## src/rtl/level_select_pkg.sv

```systemverilog
// level_select_pkg
// Shared constants and types for the level digit generator.
// Contents:
//   LEVEL_W / MAX_BCD_LEVEL  width and ceiling of the BCD level digit
//   HIT_W                    width of the hit counter
//   DEFAULT_*                default timing parameters (50 MHz clock)
//   level_step()             saturating +1/-1 level update helper
package level_select_pkg;

  localparam int LEVEL_W                 = 4;
  localparam int MAX_BCD_LEVEL           = 9;
  localparam int HIT_W                   = 8;
  localparam int DEFAULT_DEBOUNCE_CYCLES = 500000;
  localparam int DEFAULT_HITS_PER_LEVEL  = 10;

  typedef logic [LEVEL_W-1:0] level_t;
  typedef logic [HIT_W-1:0]   hit_cnt_t;

  // Saturating step: inc and dec together cancel out, so the level is kept.
  function automatic level_t level_step(level_t cur, logic inc, logic dec, level_t max_lvl);
    level_t nxt;
    nxt = cur;
    if (inc && !dec) begin
      if (cur < max_lvl) begin
        nxt = cur + level_t'(1);
      end else begin
        nxt = cur;
      end
    end else if (dec && !inc) begin
      if (cur > level_t'(0)) begin
        nxt = cur - level_t'(1);
      end else begin
        nxt = cur;
      end
    end else begin
      nxt = cur;
    end
    return nxt;
  endfunction

endpackage

```

## src/rtl/level_select_if.sv

```systemverilog
// level_select_if
// Bundles the key/game inputs and the level outputs of level_select.
//   key_up_n, key_down_n  raw active-low pushbuttons (asynchronous)
//   game_active           1 = play mode, 0 = idle mode
//   hit                   single-cycle pulse per mole hit
//   level                 current BCD level 0..MAX_LEVEL
//   level_changed         one-cycle pulse when level takes a new value
//   hit_count             hits counted toward the next level
// modport slave is the level_select side, master is the driving side.
interface level_select_if;
  import level_select_pkg::*;

  logic     key_up_n;
  logic     key_down_n;
  logic     game_active;
  logic     hit;
  level_t   level;
  logic     level_changed;
  hit_cnt_t hit_count;

  modport master (
    output key_up_n, key_down_n, game_active, hit,
    input  level, level_changed, hit_count
  );

  modport slave (
    input  key_up_n, key_down_n, game_active, hit,
    output level, level_changed, hit_count
  );

endinterface

```

## src/rtl/level_select_key_debounce.sv

```systemverilog
// key_debounce
// Synchronizes one raw active-low pushbutton, debounces it and emits a
// one-cycle press pulse on each accepted 1->0 transition.
//   clk     system clock
//   resetn  asynchronous active-low reset
//   key_n   raw pushbutton, active-low, asynchronous to clk
//   press   registered one-cycle press pulse
module key_debounce
  import level_select_pkg::*;
#(
  parameter int DEBOUNCE_CYCLES = DEFAULT_DEBOUNCE_CYCLES
) (
  input  logic clk,
  input  logic resetn,
  input  logic key_n,
  output logic press
);

  localparam int CNT_W = (DEBOUNCE_CYCLES > 1) ? $clog2(DEBOUNCE_CYCLES) : 1;
  localparam logic [CNT_W-1:0] CNT_LAST = CNT_W'(DEBOUNCE_CYCLES - 1);

  logic             sync1_q, sync2_q;
  logic             deb_q, deb_d;
  logic [CNT_W-1:0] cnt_q, cnt_d;
  logic             press_q, press_d;

  // Debounce counter: runs only while the synced key disagrees with the accepted value.
  always_comb begin
    deb_d = deb_q;
    cnt_d = cnt_q;
    if (sync2_q != deb_q) begin
      if (cnt_q == CNT_LAST) begin
        deb_d = sync2_q;
        cnt_d = {CNT_W{1'b0}};
      end else begin
        cnt_d = cnt_q + CNT_W'(1);
      end
    end else begin
      cnt_d = {CNT_W{1'b0}};
    end
    // Only the released->pressed edge is a press; releases produce nothing.
    press_d = deb_q & ~deb_d;
  end

  // Synchronizer, debounce state and press pulse registers.
  always_ff @(posedge clk or negedge resetn) begin
    if (!resetn) begin
      sync1_q <= 1'b1;
      sync2_q <= 1'b1;
      deb_q   <= 1'b1;
      cnt_q   <= {CNT_W{1'b0}};
      press_q <= 1'b0;
    end else begin
      sync1_q <= key_n;
      sync2_q <= sync1_q;
      deb_q   <= deb_d;
      cnt_q   <= cnt_d;
      press_q <= press_d;
    end
  end

  assign press = press_q;

endmodule

```

## src/rtl/level_select.sv

```systemverilog
// level_select
// Produces the BCD game level for the seven-segment level digit.
// Idle: debounced up/down keys step the level with saturation.
// Play: every HITS_PER_LEVEL hits advance the level up to MAX_LEVEL.
//   clk     system clock
//   resetn  asynchronous active-low reset
//   bus     level_select_if.slave (keys, mode, hit in; level, pulse, count out)
module level_select
  import level_select_pkg::*;
#(
  parameter int DEBOUNCE_CYCLES = DEFAULT_DEBOUNCE_CYCLES,
  parameter int HITS_PER_LEVEL  = DEFAULT_HITS_PER_LEVEL,
  parameter int MAX_LEVEL       = MAX_BCD_LEVEL
) (
  input  logic                 clk,
  input  logic                 resetn,
  level_select_if.slave        bus
);

  localparam level_t   MAX_LVL  = level_t'(MAX_LEVEL);
  localparam hit_cnt_t HIT_LAST = hit_cnt_t'(HITS_PER_LEVEL - 1);

  logic     up_press_s, down_press_s;
  level_t   level_q, level_d;
  hit_cnt_t hit_count_q, hit_count_d;
  logic     level_changed_q, level_changed_d;

  key_debounce #(.DEBOUNCE_CYCLES(DEBOUNCE_CYCLES)) u_key_up (
    .clk    (clk),
    .resetn (resetn),
    .key_n  (bus.key_up_n),
    .press  (up_press_s)
  );

  key_debounce #(.DEBOUNCE_CYCLES(DEBOUNCE_CYCLES)) u_key_down (
    .clk    (clk),
    .resetn (resetn),
    .key_n  (bus.key_down_n),
    .press  (down_press_s)
  );

  // Mode gating: keys drive the level when idle, hits drive it during play.
  always_comb begin
    level_d     = level_q;
    hit_count_d = hit_count_q;
    if (!bus.game_active) begin
      // Leaving play also lands here, which clears the hit count on the next edge.
      hit_count_d = {HIT_W{1'b0}};
      level_d     = level_step(level_q, up_press_s, down_press_s, MAX_LVL);
    end else if (bus.hit) begin
      if (hit_count_q == HIT_LAST) begin
        hit_count_d = {HIT_W{1'b0}};
        level_d     = level_step(level_q, 1'b1, 1'b0, MAX_LVL);
      end else begin
        hit_count_d = hit_count_q + hit_cnt_t'(1);
      end
    end else begin
      level_d = level_q;
    end
    // Saturated requests leave level_d equal to level_q, so no pulse is raised.
    level_changed_d = (level_d != level_q);
  end

  // Level, hit counter and change-pulse registers.
  always_ff @(posedge clk or negedge resetn) begin
    if (!resetn) begin
      level_q         <= level_t'(0);
      hit_count_q     <= {HIT_W{1'b0}};
      level_changed_q <= 1'b0;
    end else begin
      level_q         <= level_d;
      hit_count_q     <= hit_count_d;
      level_changed_q <= level_changed_d;
    end
  end

  assign bus.level         = level_q;
  assign bus.hit_count     = hit_count_q;
  assign bus.level_changed = level_changed_q;

endmodule

```

## src/flat_wrapper.sv

```systemverilog
// flat-port wrapper written by rule: the top's interface ports become plain ports
module level_select_flat import level_select_pkg::*;
#(
  parameter int DEBOUNCE_CYCLES = DEFAULT_DEBOUNCE_CYCLES,
  parameter int HITS_PER_LEVEL  = DEFAULT_HITS_PER_LEVEL,
  parameter int MAX_LEVEL       = MAX_BCD_LEVEL
)
  (clk, resetn, bus_key_up_n, bus_key_down_n, bus_game_active, bus_hit, bus_level, bus_level_changed, bus_hit_count);
  level_select_if bus_i ();
  input  logic clk;
  input  logic resetn;
  input wire logic [$bits(bus_i.key_up_n)-1:0] bus_key_up_n;
  input wire logic [$bits(bus_i.key_down_n)-1:0] bus_key_down_n;
  input wire logic [$bits(bus_i.game_active)-1:0] bus_game_active;
  input wire logic [$bits(bus_i.hit)-1:0] bus_hit;
  output wire logic [$bits(bus_i.level)-1:0] bus_level;
  output wire logic [$bits(bus_i.level_changed)-1:0] bus_level_changed;
  output wire logic [$bits(bus_i.hit_count)-1:0] bus_hit_count;
  assign bus_i.key_up_n = bus_key_up_n;
  assign bus_i.key_down_n = bus_key_down_n;
  assign bus_i.game_active = bus_game_active;
  assign bus_i.hit = bus_hit;
  assign bus_level = bus_i.level;
  assign bus_level_changed = bus_i.level_changed;
  assign bus_hit_count = bus_i.hit_count;
  level_select #(.DEBOUNCE_CYCLES(DEBOUNCE_CYCLES), .HITS_PER_LEVEL(HITS_PER_LEVEL), .MAX_LEVEL(MAX_LEVEL)) u_core (.clk(clk), .resetn(resetn), .bus(bus_i));
endmodule
```

## config.mk

```make
export PLATFORM = sky130hd
export DESIGN_NAME = level_select_flat
export DESIGN_NICKNAME = d
export VERILOG_FILES = /design/src/rtl/level_select_pkg.sv /design/src/rtl/level_select_if.sv /design/src/rtl/level_select_key_debounce.sv /design/src/rtl/level_select.sv /design/src/flat_wrapper.sv
export SDC_FILE = /design/constraint.sdc
export NUM_CORES = 1
export LEC_CHECK = 0
export ABC_CLOCK_PERIOD_IN_PS = 2800
export CORE_ASPECT_RATIO = 0.5
export CORE_UTILIZATION = 48
export CTS_BUF_LIST = sky130_fd_sc_hd__clkbuf_2 sky130_fd_sc_hd__clkbuf_4 sky130_fd_sc_hd__clkbuf_8
export DETAILED_ROUTE_END_ITERATION = 10
export GPL_TIMING_DRIVEN = 0
export HOLD_SLACK_MARGIN = 0.08
export PLACE_DENSITY_LB_ADDON = 0.3
export SYNTH_ARGS = -nofsm -noshare
export SYNTH_HDL_FRONTEND = slang
export SYNTH_SLANG_ARGS = --single-unit
```

## constraint.sdc

```tcl
create_clock -name clk -period 2.8 [get_ports clk]
set_clock_uncertainty 0.2 [all_clocks]
set_input_delay 0.56 -clock clk [delete_from_list [all_inputs] [get_ports clk]]
set_output_delay 0.56 -clock clk [all_outputs]
set_load 0.02 [all_outputs]
```

# Yosys cells after proc, flatten, opt, wreduce, memory -nomap -nowiden

Cells that the tools add are included.

Word-level logic and storage cells: 53
Bits in registers: 59

$add $sub $neg: 5
Equality and inequality tests: 7
Magnitude comparators: 2
Reduce and logical (&&, ||, !) cells: 4
Muxes and demuxes: 18
Bitwise gates (word level): 4

Operator list:

| operator                                            | count |
|---|---|
| two-way mux 19 bit                                  | 4 |
| adder 19 x 1 -> 19 bit (second input constant)      | 2 |
| == test 19 bit (second input constant)              | 2 |
| two-way mux 4 bit                                   | 7 |
| two-way mux 8 bit                                   | 3 |
| adder 8 x 1 -> 8 bit (second input constant)        | 1 |
| == test 8 x 4 -> 1 bit (second input constant)      | 1 |
| adder 4 x 1 -> 4 bit (second input constant)        | 1 |
| > comparator 4 x 1 -> 1 bit (second input constant) | 1 |
| less-than comparator 4 bit (second input constant)  | 1 |
| two-way mux 1 bit                                   | 4 |
| != test 4 bit                                       | 1 |
| subtractor 4 x 1 -> 4 bit (second input constant)   | 1 |
| AND 1 bit                                           | 2 |
| logical AND 1 bit                                   | 2 |
| logical NOT 1 bit                                   | 2 |
| != test 1 bit                                       | 2 |
| != test 2 x 1 -> 1 bit (second input constant)      | 1 |
| inverter 1 bit                                      | 2 |

# Longest topological paths before layout

Depth in word-level cells: 6
Gate-level depth with buffers: 7

# Cells and area by module

Synthesis repeated with hierarchy kept, for this count alone.

Cell total of the unflattened synthesis: 321
Area total of the unflattened synthesis: 3198.1 µm²

By module, submodules not included:

| module       | cells an instance | area each (µm²) | instances | seq. area each (µm²) |
|---|---|---|---|---|
| key_debounce | 110               | 1122.3          | 2         | 579.3 |
| level_select | 101               | 953.4           | 1         | 325.3 |

# Least setup slack after synthesis

OpenSTA, ideal clock, no wires.

Kind: register -> register
From: register u_core.level_q[0] (netlist: u_core.bus.level[0])
To: register u_core.level_q[0] (netlist: u_core.bus.level[0])
Period minus slack after synthesis: 2001 ps
Arrival: 1678 ps
Data required time: 2477 ps
Slack: 799 ps
Stages on the path, launching flop included: 8
Cell sequence: dfrtp_1 inv_1 ha_1 nor2b_1 o21ai_0 mux2i_1 mux2_2 xnor2_1

Longest elaborated chain between the ends: 5
Elaborated cells between the ends (all ways): 11
Those cells by class: 2 x add/sub; 2 x order compare; 7 x mux

RTL lines:

| what                                                    | RTL line                                       | source |
|---|---|---|
| start: declaration                                      | level_select.sv:24                             | `level_t level_q, level_d;` |
| start signal: assignment                                | level_select.sv:67                             | `level_q <= level_t'(0);` |
| start signal: assignment                                | level_select.sv:71                             | `level_q <= level_d;` |
| subtractor 4 x 1 -> 4 bit, or another cell as far along | level_select_pkg.sv:31                         | `nxt = cur - level_t'(1);` |
| two-way mux 4 bit, on equally long branches             | level_select_pkg.sv:30, level_select_pkg.sv:24 |  |
| two-way mux 4 bit, on equally long branches             | level_select_pkg.sv:29, level_select.sv:51     |  |
| two-way mux 4 bit, on equally long branches             | level_select_pkg.sv:23, level_select.sv:50     |  |
| two-way mux 4 bit (*)                                   | level_select.sv:46                             | `if (!bus.game_active) begin` |
| via u_core.level_d[0]                                   | level_select.sv:24                             |  |

Mark *: on every way through the listed nets, which the timed path passes. The rest lies on a longest branch.
A chain may end at the register's enable or synchronous reset.

# Worst setup path after layout

From: register u_core.level_q[1] (netlist: u_core.bus.level[1])
To: output bus_level[1]

RTL lines:

| what             | RTL line           | source |
|---|---|---|
| end: declaration | flat_wrapper.sv:16 | `output wire logic [$bits(bus_i.level)-1:0] bus_level;` |

No word-level cell between the ends.

==> flow_summary_export.csv <==
group,metric,value,unit
min_path,holdPathStages,0,
setup_path,path_depth,1,
synthesis,post_synth_inst_count,302,
floorplan,die_y,57.9,um
synthesis,yosysUniqueCellTypes,43,
pwr,cellInternalPower,1.33,mW
sta,final_max_slew_viol_count,0,
route,wl,5270,um
setup_path,crit_buf_inv,1,
sta,grt_setup_unrepaired,"no",
setup_path,worst_path_largest_cell_delay,660,ps
floorplan,die-area,6590,um2
layout,layout-drive-gt1-share,0.115,
grt,grt_first_pass_wirelength,9550,um
pwr,switching_share,0.248,
layout,flow.area_growth_from_synthesis,16.2,%
clock_tree,ctsResizeCount,0,
setup_path,worstPathArrival,1480,ps
clock_tree,cts_tree,"built",
placed_design,place_inst,405,
min_path,hold_class,"reg -> reg",
clock_tree,path_clk_slew,60,ps
synthesis,yosys.cell_count.top_type,"sky130_fd_sc_hd__nor2_1",
route,routed_wire_length_per_instance,12.5,um
setup_path,critical_path_class,"reg -> out",
pwr,pwr-share-seq,0.514,
pwr,power_leakage,1.48,nW
synthesis,synth_area_leader_cell,"sky130_fd_sc_hd__dfrtp_1",
sta,slew_headroom,0.712,
floorplan,die-width,114,um
clock_tree,cts_setup_buffers,0,
synthesis,synth_nets,314,
synthesis,syn-mean-instance-area,9.94,um2
setup_path,crit_family,"buffers and inverters",
min_path,hold_path_end,"u_core.u_key_down.sync2_q",
synthesis,synth.top_cell.area_share,0.442,
setup_path,max_fanout_on_critical_path,8,
sta,timing.final.hold_violations,0,
sta,fin_worst_hold_slack,157,ps
grt,maximum_number_of_pins_on_one_net_before_global_route_repair,43,
pwr,power.total,1.77,mW
clock_tree,maximum_number_of_buffers_from_clock_root_to_sink,2,
sta,finalCritPeriodShare,0.800,
sta,period_needed,2240,ps
layout,multi_input_comb_area,1410,um2
setup_path,critical-path-slowest-cell,"sky130_fd_sc_hd__clkdlybuf4s50_1",
synthesis,yosys_register_bits,59,
route,post-route-drc-count,0,
layout,finalNonFillerCells,422,
synthesis,postSynth.asyncResetShare,1.00,
synthesis,synth_ff_type,"sky130_fd_sc_hd__dfrtp_1",
setup_path,worst-r2r-setup-slack,690,ps
clock_tree,cts-htree-levels,3,
pwr,clock_network_power_share,0.386,
setup_path,reg_to_reg_start,"u_core.u_key_down.cnt_q[11]",
synthesis,netlist_top_cells_count,"58 x sky130_fd_sc_hd__nor2_1, 53 x sky130_fd_sc_hd__dfrtp_1, 23 x sky130_fd_sc_hd__xnor2_1, 20 x sky130_fd_sc_hd__nand3_1, 20 x sky130_fd_sc_hd__xor2_1",
layout,antenna_cells_inserted,0,
setup_path,worst_ep_required_time,2040,ps
floorplan,fp.coreArea,5750,um2
synthesis,yosysWarningCount,0,
route,first_iter_violations,91,
grt,grt_pass1_vias,2167,
layout,fillers,516,
synthesis,yosysSeqAreaShare,0.495,
layout,finish.net_count,345,
setup_path,critical_path.cell_chain,"clkdlybuf4s50_1",
grt,overall_track_demand_over_capacity_in_global_routing,0.189,
synthesis,edff_count_synth,0,
placed_design,dp.final_hpwl,3690,um
clock_tree,cts_made_buffers,9,
clock_tree,clock-root-buffer,"sky130_fd_sc_hd__clkbuf_8",
route,vias_per_instance,5.24,
route,drt_first_pass_iters,4,
clock_tree,clock_sink_count,59,
grt,globalRoute.totalOverflow,0,
setup_path,ff2ff_path_depth,7,
sta,finalSetupViolCount,0,
min_path,min_from,"u_core.u_key_down.sync1_q",
floorplan,io_pins,19,
placed_design,portBuffers,18,
pwr,power.combinational.fraction,0.100,
sta,worstMarginPinSlew,429,ps
sta,fmaxAchievable,446,MHz
layout,final-seq-area,1480,um2
setup_path,setup.worst_path.end_class,"output pin",
pwr,max_rail_drop_vdd,182,uV
run_status,status,"finished, final reports clean",
job,drv_cap,0,
clock_tree,insertion_delay,340,ps
route,final_antenna_net_count,0,
clock_tree,hold_buffers,1,
placed_design,rd_place_congestion,0.832,
synthesis,mappedNetlistArea,3000,um2
sta,fin_tns_setup,0,ps
pwr,switching_power,437,uW
setup_path,timing.rr.end,"u_core.u_key_down.cnt_q[15]",
setup_path,worstSetupStartpointType,"flip-flop",
grt,grt_antenna_before_repair,0,
synthesis,synth.area.top_cells,"sky130_fd_sc_hd__dfrtp_1 44%, sky130_fd_sc_hd__nor2_1 7.3%, sky130_fd_sc_hd__xnor2_1 6.7%",
pwr,power.density,507,nW/um2
route,route.vias.total,2212,
floorplan,core.rowCount,19,
floorplan,start_util,0.522,
[how the worst max path moves through the flow]
stage,end,from
final,bus_level[1],u_core.bus.level[1]
after global routing,u_core.u_key_down.cnt_q[15],u_core.u_key_down.cnt_q[11]
after CTS,bus_level[1],u_core.bus.level[1]
after detailed placement,u_core.bus.level[1],bus_hit
after global placement,u_core.bus.hit_count[4],resetn
after floorplan,u_core.bus.level[0],u_core.bus.level[0]
[power by group through the flow]
stage               combinational [mW]  clock (mW)  sequential [mW]
CTS                              0.181       0.710            0.907
finish                           0.177       0.682            0.908
detailed placement               0.180           0            0.922
global placement                 0.170           0            0.920
global route                     0.199       0.745            0.913
floorplan                       0.0935           0            0.931
[cells by family (layout without fill, tap and decap cells)]
group	count (synthesis)	in the layout	synth area share
compound gates	17	17	0.0379
xor+xnor	43	43	0.126
fa+ha+maj	6	6	0.0250
buf+inv	20	56	0.0354
flops	59	59	0.495
mux	10	10	0.0354
simple gates	147	147	0.246
[worst reg2reg max path, delay by kind of cell, from the launching register on]
| family | cells | cell delay, ps |
|---|---|---|
| flip-flops | 1 | 430 |
| AND/OR/NAND/NOR | 5 | 960 |
| buffers and inverters | 2 | 400 |
[layout by cell type (no fill, tap or decap), drive strengths merged, types with 3 or more instances in the layout]
cell,count
inv,11
mux2,5
dfrtp,53
xor2,20
clkbuf,15
nand2,16
dfstp,6
and4,3
clkdlybuf4s50,17
buf,9
nor2b,4
nor4,4
mux2i,5
xnor2,23
a21oi,5
nand4,14
o21ai,3
and4bb,3
nand3,20
nor2,58
nor4b,3
and3,4
nor3,9
ha,6
clkinv,3
[sequential cells by signal (all words and copies together) (netlist names)]
register,count
u_core.u_key_down.cnt_q,19
u_core.u_key_up.cnt_q,19
u_core.bus.hit_count,8
u_core.bus.level,4
u_core.bus.level_changed,1
u_core.u_key_down.deb_q,1
u_core.u_key_down.press,1
u_core.u_key_down.sync1_q,1
u_core.u_key_down.sync2_q,1
u_core.u_key_up.deb_q,1
u_core.u_key_up.press,1
u_core.u_key_up.sync1_q,1
u_core.u_key_up.sync2_q,1
[stage by stage]
stage               setup WS (ps)  instance area, um2  utilization
floorplan                     799                3000            -
global placement             -805                3290        0.571
detailed placement            467                3300        0.574
CTS                           540                3490        0.606
global route                  464                3490        0.606
finish                        560                3490        0.606
[layer usage]
metal | part of all wire | up-vias | track usage
li1 | - | 1094 | -
met1 | 0.49 | 1067 | 0.227
met2 | 0.46 | 41 | 0.317
met3 | 0.038 | 10 | 0.0659
met4 | 0.014 | 0 | 0.0779
met5 | 0 | - | 0
[layout make-up]
type | instances | area share
Buffer | 9 | 0.0187
Sequential cell | 59 | 0.426
Clock inverter | 3 | 0.00431
Multi-Input combinational cell | 223 | 0.405
Clock buffer | 13 | 0.0459
Tap cell | 84 | 0.0302
Inverter | 11 | 0.0118
Timing Repair Buffer | 20 | 0.0589
Power figures use the tool's default switching activity.
